### config.mk
export PLATFORM = sky130hd
export DESIGN_NAME = fipo_memory
export DESIGN_NICKNAME = d
export VERILOG_FILES = /design/src/rtl/fipo_memory.sv
export SDC_FILE = /design/constraint.sdc
export NUM_CORES = 1
export LEC_CHECK = 0
export CORE_UTILIZATION = 43
export CTS_BUF_LIST = sky130_fd_sc_hd__clkbuf_16
export DETAILED_ROUTE_END_ITERATION = 16
export PLACE_DENSITY_LB_ADDON = 0.1
export SLEW_MARGIN = 10
export SYNTH_ARGS = -nofsm -noshare
export SYNTH_HDL_FRONTEND = slang
export SYNTH_SLANG_ARGS = --single-unit
### constraint.sdc
create_clock -name clk -period 11 [get_ports clk]
set_clock_uncertainty 0.05 [all_clocks]
set_input_delay 2.2 -clock clk [delete_from_list [all_inputs] [get_ports clk]]
set_output_delay 2.2 -clock clk [all_outputs]
set_load 0.03 [all_outputs]
### src/rtl/fipo_memory.sv
// fipo_memory: serial-in / parallel-out capture memory; define FIPO_WRAP_EN to keep loading past full instead of freezing.
module fipo_memory #(
  parameter int DEPTH = 312,
  parameter int CNT_W = $clog2(DEPTH + 1)
) (
  input  logic             clk,
  input  logic             rst,
  input  logic             enable,
  input  logic             serial_in,
  output logic [DEPTH-1:0] parallel_out,
  output logic             end_writing,
  output logic             data_written
);
  logic [DEPTH-1:0] r_mem;
  logic [CNT_W-1:0] r_cnt;
  logic             r_end;
  logic             r_done;
  logic             w_wr;
  logic             w_last;
  logic [CNT_W-1:0] w_cnt_nxt;
  assign w_last = r_cnt == CNT_W'(DEPTH - 1);
`ifdef FIPO_WRAP_EN
  assign w_wr      = enable;
  assign w_cnt_nxt = w_last ? '0 : r_cnt + 1'b1;
`else
  // Once full the counter parks at DEPTH and all writes are refused.
  assign w_wr      = enable && !r_done;
  assign w_cnt_nxt = r_cnt + 1'b1;
`endif
  always_ff @(posedge clk or posedge rst) begin
    if (rst) begin
      r_mem  <= '0;
      r_cnt  <= '0;
      r_end  <= 1'b0;
      r_done <= 1'b0;
    end else begin
      r_end <= w_wr && w_last;
      if (w_wr) begin
        r_mem[r_cnt] <= serial_in;
        r_cnt        <= w_cnt_nxt;
        if (w_last) r_done <= 1'b1;
      end
    end
  end
  assign parallel_out = r_mem;
  assign end_writing  = r_end;
  assign data_written = r_done;
endmodule

==> impl_results.md, run 1 <==
- Flop and latch count out of synthesis: 323
- Post-Route Setup TNS: 0 ns
- Final setup fails: 0
- Post-Route WL: 46.4 mm
- Mapped Area: 15,200 µm²
- First-pass GRT wire length: 70.7 mm
- Pre-CTS worst setup slack: 6.17 ns
- Crit path arrival time: 4.74 ns
- Unrepaired setup endpoints after global routing: false
- Ports: 318
- Final Slew Violations: 0
- Slew HR: 0.228
- Startpoint Class: primary input
- GRT overflow: 0
- Post-Layout Cell Count: 1,857
- Number of flops mapped to enable cells by yosys: 0
- # clock sinks: 323
- Post-route setup slack: 6.78 ns
- WL per Instance: 25.0 µm
- Root Buffer: clkbuf_16
- Layout cells sized above 1: 0.233
- Post-synth top flop: dfrtp_1
- First-pass DRT Iterations: 5
- Worst-Margin Slew: 1.16 ns
- Critical Path RT: 11.52 ns
- Register area share after synthesis: 0.531
- Most frequent cells in the layout: dfrtp_1, clkdlybuf4s50_1, nand4_1
- Worst vdd ir: 0.135 mV
- Crit. End Element: asynchronous set/reset pin
- Max-cap viol count: 0
- Die area: 36,100 µm²
- Area after DPL: 17,900 µm²
- Die X: 190 µm
- Minimum clock period: 4.22 ns
- HPWL after DPL: 25.6 mm
- Port buffer count: 317
- Fillers: 3,020
- # DRC: 0
- Post-Syn Nets: 1,183
- CTS tree: done
- Largest net degree at the start of global routing: 144
- CTS resizes: 0
- Worst path top cell family by delay: buffers and inverters
- Vias in the first global route: 11.2k
- Final Hold Fails: 0
- Crit share post-route: 0.384
- Most common cell after layout, fill and taps aside: dfrtp_1
- Initial Utilization: 0.438
- Syn Inst Count: 1,174
- Hold Path Class: register to register
- Die height: 190 µm
- Most frequent cell on the critical path: buf_4
- CTS Buf Count: 37
- Total track usage: 0.254
- Longest Clk Path Bufs: 3
- Cells after DPL: 1,792
- Site Rows: 68
- Power per standard cell area: 190 nW/µm²
- Core Area: 34,700 µm²
- Final core occ: 0.551
- ANT cells: 0
- CP Cell Sequence: clkdlybuf4s50_1 -> clkinvlp_4 -> buf_4 -> buf_4
- Bufs and invs on worst path: 4
- Max frequency: 237 MHz
- Leakage: 0.00846 µW
- Avg Synthesized Cell Area: 13.0 µm²
- Via count: 11.0k
- Post-route ant nets: 0
- Fin area: 19,100 µm²
- Global placer's final weighted congestion: 0.713
- Clk slew on worst S/H paths: 0.06 ns
- Status: finished clean
- Slowest cell on the critical path: buf_4
- Setup Crit Path Kind: primary input to asynchronous set/reset pin
- Async set or reset register ratio after synthesis: 1.00
- CTS Hold Buffers Added: 0
- CP max FO: 62
- Antenna violations before repair: 0
- Worst-skew pair later-pin latency: 0.52 ns
- Vias per cell: 5.92
- Final net count: 1,385
- Post-CTS Setup Inserts: 0
- Unique masters post-synth: 34
- Yosys Warn Count: 0
- H-tree levels: 2
- Layout Area Growth over Synthesis: 25.8%
- CP peak stage delay: 0.74 ns
- Initial DRC Count: 842
[stage by stage]
step	power, µW	hold WS [ns]
after floorplan	2120	0.472
after global placement	2430	0.423
after detailed placement	2440	0.431
after CTS	3670	0.443
after global routing	3780	0.456
final	3640	0.438
[cell usage after synthesis (2+ instances only)]
master | n | area, µm²
dfrtp_1 | 323 | 8080
nand4_1 | 313 | 1960
mux2_2 | 228 | 2570
mux2_1 | 84 | 946
buf_2 | 55 | 275
buf_6 | 51 | 574
clkbuf_1 | 43 | 161
buf_4 | 19 | 143
nor2b_1 | 6 | 37.5
xnor2_1 | 6 | 52.6
buf_12 | 5 | 100
ha_1 | 5 | 62.6
nand2_1 | 4 | 15.0
and3b_1 | 3 | 26.3
inv_1 | 3 | 11.3
and2_1 | 2 | 12.5
and3_1 | 2 | 12.5
nand3_1 | 2 | 10.0
nor2_2 | 2 | 12.5
nor3b_1 | 2 | 15.0
nor3b_2 | 2 | 25.0
xor2_1 | 2 | 17.5
[report_power, final]
group,switching (µW),internal (µW),leakage (µW)
clock network,495,733,0.000610
registers,66.7,1270,0.00447
logic,833,246,0.00338
[cells by family after synthesis]
group	after synthesis	share of synthesized area
AOI/OAI and AO/OA	1	0.000329
xor gates and xnor gates	8	0.00461
adders and majority gates	5	0.00411
buffers and inverters	178	0.0837
DFF	323	0.531
muxes	312	0.231
and+or+nand+nor	347	0.145
[area by class of cell]
type | instances | area [µm²] | area share
clock inverters | 26 | 221 | 0.0116
flip-flops and latches | 323 | 8080 | 0.422
inverters | 3 | 15.0 | 0.000785
multi-input cells | 673 | 5940 | 0.310
well taps | 455 | 569 | 0.0297
repair buffers | 338 | 3330 | 0.174
clock buffers | 39 | 976 | 0.0510
[worst paths after layout]
check / depth (start not counted) / end / start / slack [ns]
max: 4 / parallel_out[213] / rst / 6.78
min: 1 / parallel_out[26] / parallel_out[26] / 0.44
max reg2reg: 6 / parallel_out[146] / r_cnt[0] / 7.63
min reg2reg: 1 / parallel_out[26] / parallel_out[26] / 0.44
max in group clk: 1 / data_written / data_written / 6.80
min in group asynchronous: 2 / parallel_out[102] / rst / 2.11
[flip-flops by register name, indices dropped and copies added, names as in the netlist]
register      count
parallel_out    312
data_written      1
r_cnt             9
end_writing       1
[metal layers]
metal  global-route usage  vias up  part of all wire
met2                0.399      353              0.47
met3               0.0647       77             0.075
li1                     -     4819                 -
met5                    0        -                 0
met4               0.0806        0             0.027
met1                0.342     5749              0.43
(Power assumes the default switching activity.)
==> run 2, diff against run 1 <==
==> constraint.sdc (replaced) <==
create_clock -name clk -period 3.65 [get_ports clk]
set_clock_uncertainty 0.05 [all_clocks]
set_input_delay 0.73 -clock clk [delete_from_list [all_inputs] [get_ports clk]]
set_output_delay 0.73 -clock clk [all_outputs]
set_load 0.03 [all_outputs]
==> impl_results.md, run 2 (synthesis results as in run 1) <==
- Crit. End Element: primary output
- Status: finished clean
- Ports: 318
- Max frequency: 370 MHz
- Crit share post-route: 0.741
- Most frequent cells in the layout: dfrtp_1, clkdlybuf4s50_1, nand4_1
- Hold Path Class: register to register
- Post-route setup slack: 0.947 ns
- Unrepaired setup endpoints after global routing: false
- Vias per cell: 5.86
- Core Area: 34,700 µm²
- Crit path arrival time: 1.92 ns
- Power per standard cell area: 574 nW/µm²
- Worst Setup SP: data_written
- CTS Buf Count: 37
- Worst Hold Launch: parallel_out[199]
- Post-route ant nets: 0
- Critical Path RT: 2.87 ns
- HPWL after DPL: 27.0 mm
- Slew HR: 0.406
- Final Slew Violations: 0
- Clk slew on worst S/H paths: 0.06 ns
- Via count: 11.0k
- # DRC: 0
- CTS resizes: 0
- CP Cell Sequence: clkdlybuf4s50_1
- First-pass GRT wire length: 70.8 mm
- Setup Crit Path Kind: register to primary output
- Largest net degree at the start of global routing: 128
- Final Hold Fails: 0
- Pre-CTS worst setup slack: 0.733 ns
- Final total power: 11,200 µW
- Antenna violations before repair: 0
- Bufs and invs on worst path: 1
- WL per Instance: 24.6 µm
- # clock sinks: 323
- Minimum clock period: 2.70 ns
- Max-cap viol count: 0
- Post-Route WL: 46.2 mm
- Global placer's final weighted congestion: 0.763
- H-tree levels: 2
- ANT cells: 0
- Layout cells sized above 1: 0.242
- Met3 Resource Use GR: 0.0649
- CP peak stage delay: 0.79 ns
- Fillers: 2,990
- Met1 Track Usage GR: 0.356
- First-pass DRT Iterations: 5
- Layout Area Growth over Synthesis: 27.8%
- Worst vdd ir: 0.540 mV
- Startpoint Class: register
- GR Util met2: 0.398
- Final core occ: 0.560
- Longest Clk Path Bufs: 3
- Die height: 190 µm
- Worst R2R Start: r_cnt[0]
- CP max FO: 10
- Site Rows: 68
- Die X: 190 µm
- Max reg flops: 312
- Post-Route Setup TNS: 0 ns
- Total track usage: 0.256
- GRT overflow: 0
- CTS tree: done
- Most common cell after layout, fill and taps aside: dfrtp_1
- Port buffer count: 317
- Final setup fails: 0
- Die area: 36,100 µm²
- Gr busiest metal: met2
- CTS Hold Buffers Added: 0
- Vias in the first global route: 11.0k
- Final net count: 1,404
- Slowest cell on the critical path: clkdlybuf4s50_1
- Leakage: 0.00862 µW
- Initial Utilization: 0.438
- Worst-skew pair later-pin latency: 0.52 ns
- Initial DRC Count: 631
- Root Buffer: clkbuf_16
- Worst path top cell family by delay: buffers and inverters
- Worst-Margin Slew: 0.891 ns
- Post-CTS Setup Inserts: 0
## run 2: cell count changes in the layout (fill, tap and decap cells not counted), sizes merged
cell / before / now
buf: 22 / 41
clkinv: 12 / 13
clkinvlp: 3 / 2
inv: 10 / 13
## run 2: routing by layer
layer  share of wire  wire length, µm
met4           0.019              867
met3           0.077             3560
met5               0                0
met1            0.44            20100
met2            0.47            21600
## run 2: through the flow
step	area (µm²)	std cells	hold WS, ns
floorplan	15200	1174	0.472
global placement	18200	1811	0.423
detailed placement	18200	1811	0.430
CTS	19400	1879	0.442
global route	19400	1879	0.457
finish	19400	1879	0.435
## run 2: worst paths after layout
path	slack, ns	depth (start not counted)	endpoint
worst max-delay path	0.95	1	data_written
worst min-delay path	0.44	1	parallel_out[199]
worst max register to register	1.31	6	parallel_out[86]
worst min register to register	0.44	1	parallel_out[199]
max in group asynchronous	2.10	3	parallel_out[229]
min in group asynchronous	0.48	2	parallel_out[101]
## run 2: where the power goes
group | switching (µW) | leakage (µW) | internal [µW]
sequential | 210 | 0.00447 | 3820
combinational | 2520 | 0.00353 | 904
clock | 1490 | 0.000625 | 2210
total | 4230 | 0.00862 | 6930
## run 2: final cells by class
type	instances	area (µm²)	area share
Clock buffer	39	976	0.0502
Clock inverter	29	228	0.0117
Inverter	3	15.0	0.000772
Multi-Input combinational cell	673	5940	0.305
Sequential cell	323	8080	0.416
Tap cell	455	569	0.0293
Timing Repair Buffer	357	3640	0.187
==> RTL edit (settings of run 2) <==
The parameter `DEPTH` goes from 312 to 78.
--- a/src/rtl/fipo_memory.sv
+++ b/src/rtl/fipo_memory.sv
@@ -1,6 +1,6 @@
 // fipo_memory: serial-in / parallel-out capture memory; define FIPO_WRAP_EN to keep loading past full instead of freezing.
 module fipo_memory #(
-  parameter int DEPTH = 312,
+  parameter int DEPTH = 78,
   parameter int CNT_W = $clog2(DEPTH + 1)
 ) (
   input  logic             clk,
Interface: changed (resized parallel_out); port bits go from 318 to 84. The function was not compared with the original's and may differ.
==> RTL edit against run 2 <==
Power is 63% lower. Via count fell by 75%. Non-clock buffer count fell by 268. Fmax increased by 8.8%. Register-to-register slack lost 0.14 ns. Synthesized area shrank 74%. Sequential power down 64%. Setup slack gained 0.22 ns. Sequential share of layout area grew 0.30 points. Final area down 73%. Routed wire length fell by 81%. Sequential cell count is 236 lower. Cell count shrank 74%. Critical endpoint is now parallel_out[62]. Highest routed layer unchanged.
==> RTL edit: results (changes against run 2) <==
Yosys warning total: 0 (unchanged)
first-pass GRT wire length: 14700 um (was 70800 um)
max FFs per register: 78 (was 312)
Iter 0 DRT Violations: 117 (was 631)
root buffer cell: clkbuf_16 (unchanged)
Placed Area: 0.00486 mm2 (was 0.0182 mm2)
async set or reset register ratio after synthesis: 100% (unchanged)
Total Wirelength: 8940 um (was 46200 um)
outcome: finished, final reports clean (unchanged)
CTS H-tree lvls: 3 (was 2)
vias: 2723 (was 11000)
vias in the first global route: 2765 (was 11000)
fillcell total: 719 (was 2990)
syn nets: 324 (was 1183)
Syn Area/Cell: 12.6 um2 (was 13.0 um2)
Cell variety after synth: 31 (was 34)
WP data arrival: 2.65 ns (was 1.92 ns)
Post-CTS Setup Inserts: 0 (unchanged)
DP Cell Count: 479 (was 1811)
maximum buffer depth of the clock tree: 2 (was 3)
n_diodes: 0 (unchanged)
largest net degree at the start of global routing: 79 (was 128)
Initial DRT Pass Iterations: 4 (was 5)
CTS buffer count: 9 (was 37)
antenna violations before repair: 0 (unchanged)
share of layout cells above drive strength 1: 25.6% (was 24.2%)
Post-CTS Hold Buffers: 0 (unchanged)
CP max-delay cell: dfrtp_1 (was clkdlybuf4s50_1)
Pleak: 2.27 nW (was 8.62 nW)
CTS clk-pin slew, worst paths: 0.06 ns (about the same)
ranking of synthesized cells by area: dfrtp_1 54%, mux2_2 18%, nand3_1 7.6% (was dfrtp_1 53%, mux2_2 17%, nand4_1 13%)
maximum vdd drop: 0.390 mV (was 0.540 mV)
GRT Util Overall: 19.5% (was 25.6%)
number of gates resized after cts: 0 (unchanged)
smallest hold slack: 0.440 ns (was 0.435 ns)
pre-CTS setup slack: 1.07 ns (was 0.733 ns)
dpl hpwl: 5390 um (was 27000 um)
Worst R2R Setup Slack: 1.17 ns (was 1.31 ns)
final worst slack: 1.17 ns (was 0.947 ns)
sequential-to-total area share from yosys stat: 54.1% (was 53.1%)
IO buf count: 83 (was 317)
GPL Wtd Cong: 0.693 (was 0.763)
Worst-Skew Late Latency: 0.32 ns (was 0.52 ns)
cell family with most CP delay: simple AND/OR/NAND/NOR gates (was buffers and inverters)
Max FO, Critical Path: 26 (was 10)
worst slew pin tran: 1.19 ns (was 0.891 ns)
fin cells: 495 (was 1879)
Post-synth top cells: 87 x dfrtp_1, 64 x mux2_2, 61 x nand3_1 (was 323 x dfrtp_1, 313 x nand4_1, 228 x mux2_2)
final core occ: 58.5% (was 56.0%)
CP max stage delay: 0.93 ns (was 0.79 ns)
Min-Delay Path Class: reg2reg (unchanged)
# nets final: 388 (was 1404)
## RTL edit: changes by cell type in the layout (fill, tap and decap cells not counted), sizes merged, moves of 30 or more
cell and delta:
mux2 -234, dfrtp -236, buf -34, clkdlybuf4s50 -234
nand3 +59, clkbuf -30, nand4 -294
## RTL edit: final timing paths
path | from | end | cells after the start
min in group asynchronous | rst | parallel_out[18] | 2
hold reg to reg | parallel_out[8] | parallel_out[8] | 1
setup reg to reg | r_cnt[1] | parallel_out[62] | 3
setup / recovery | r_cnt[1] | parallel_out[62] | 3
max in group asynchronous | rst | r_cnt[4] | 3
hold / removal | parallel_out[8] | parallel_out[8] | 1
## RTL edit: cells by family (layout without fill, tap and decap cells)
logic type	count (synthesis)	in the layout	share of synthesized area [%]
simple gates	106	106	17.3
flops	87	87	54.1
mux	78	78	21.8
buf+inv	38	107	4.70
xor+xnor	6	6	1.31
fa+ha+maj	2	2	0.622
compound gates	1	1	0.124
## RTL edit: area by class of cell
| type | count | area share [%] |
|---|---|---|
| Multi-Input combinational cell | 193 | 32.1 |
| Clock inverter | 7 | 2.19 |
| Clock buffer | 9 | 4.33 |
| Sequential cell | 87 | 41.9 |
| Timing Repair Buffer | 89 | 16.7 |
| Inverter | 2 | 0.168 |
| Tap cell | 108 | 2.60 |
## RTL edit: layer usage
| metal | wire, um | vias up | GRT usage (%) |
|---|---|---|---|
| li1 | - | 1280 | - |
| met1 | 4180 | 1372 | 27.7 |
| met2 | 4360 | 69 | 30.0 |
| met3 | 362 | 2 | 3.83 |
| met4 | 42 | 0 | 6.89 |
| met5 | 0 | - | 0 |
## RTL edit: power by group
group	internal (mW)	total [mW]	leakage, nW	switching, mW
sequential	1.20	1.46	1.17	0.260
combinational	0.642	1.58	0.933	0.940
clock	0.665	1.03	0.168	0.370
total	2.50	4.07	2.27	1.57
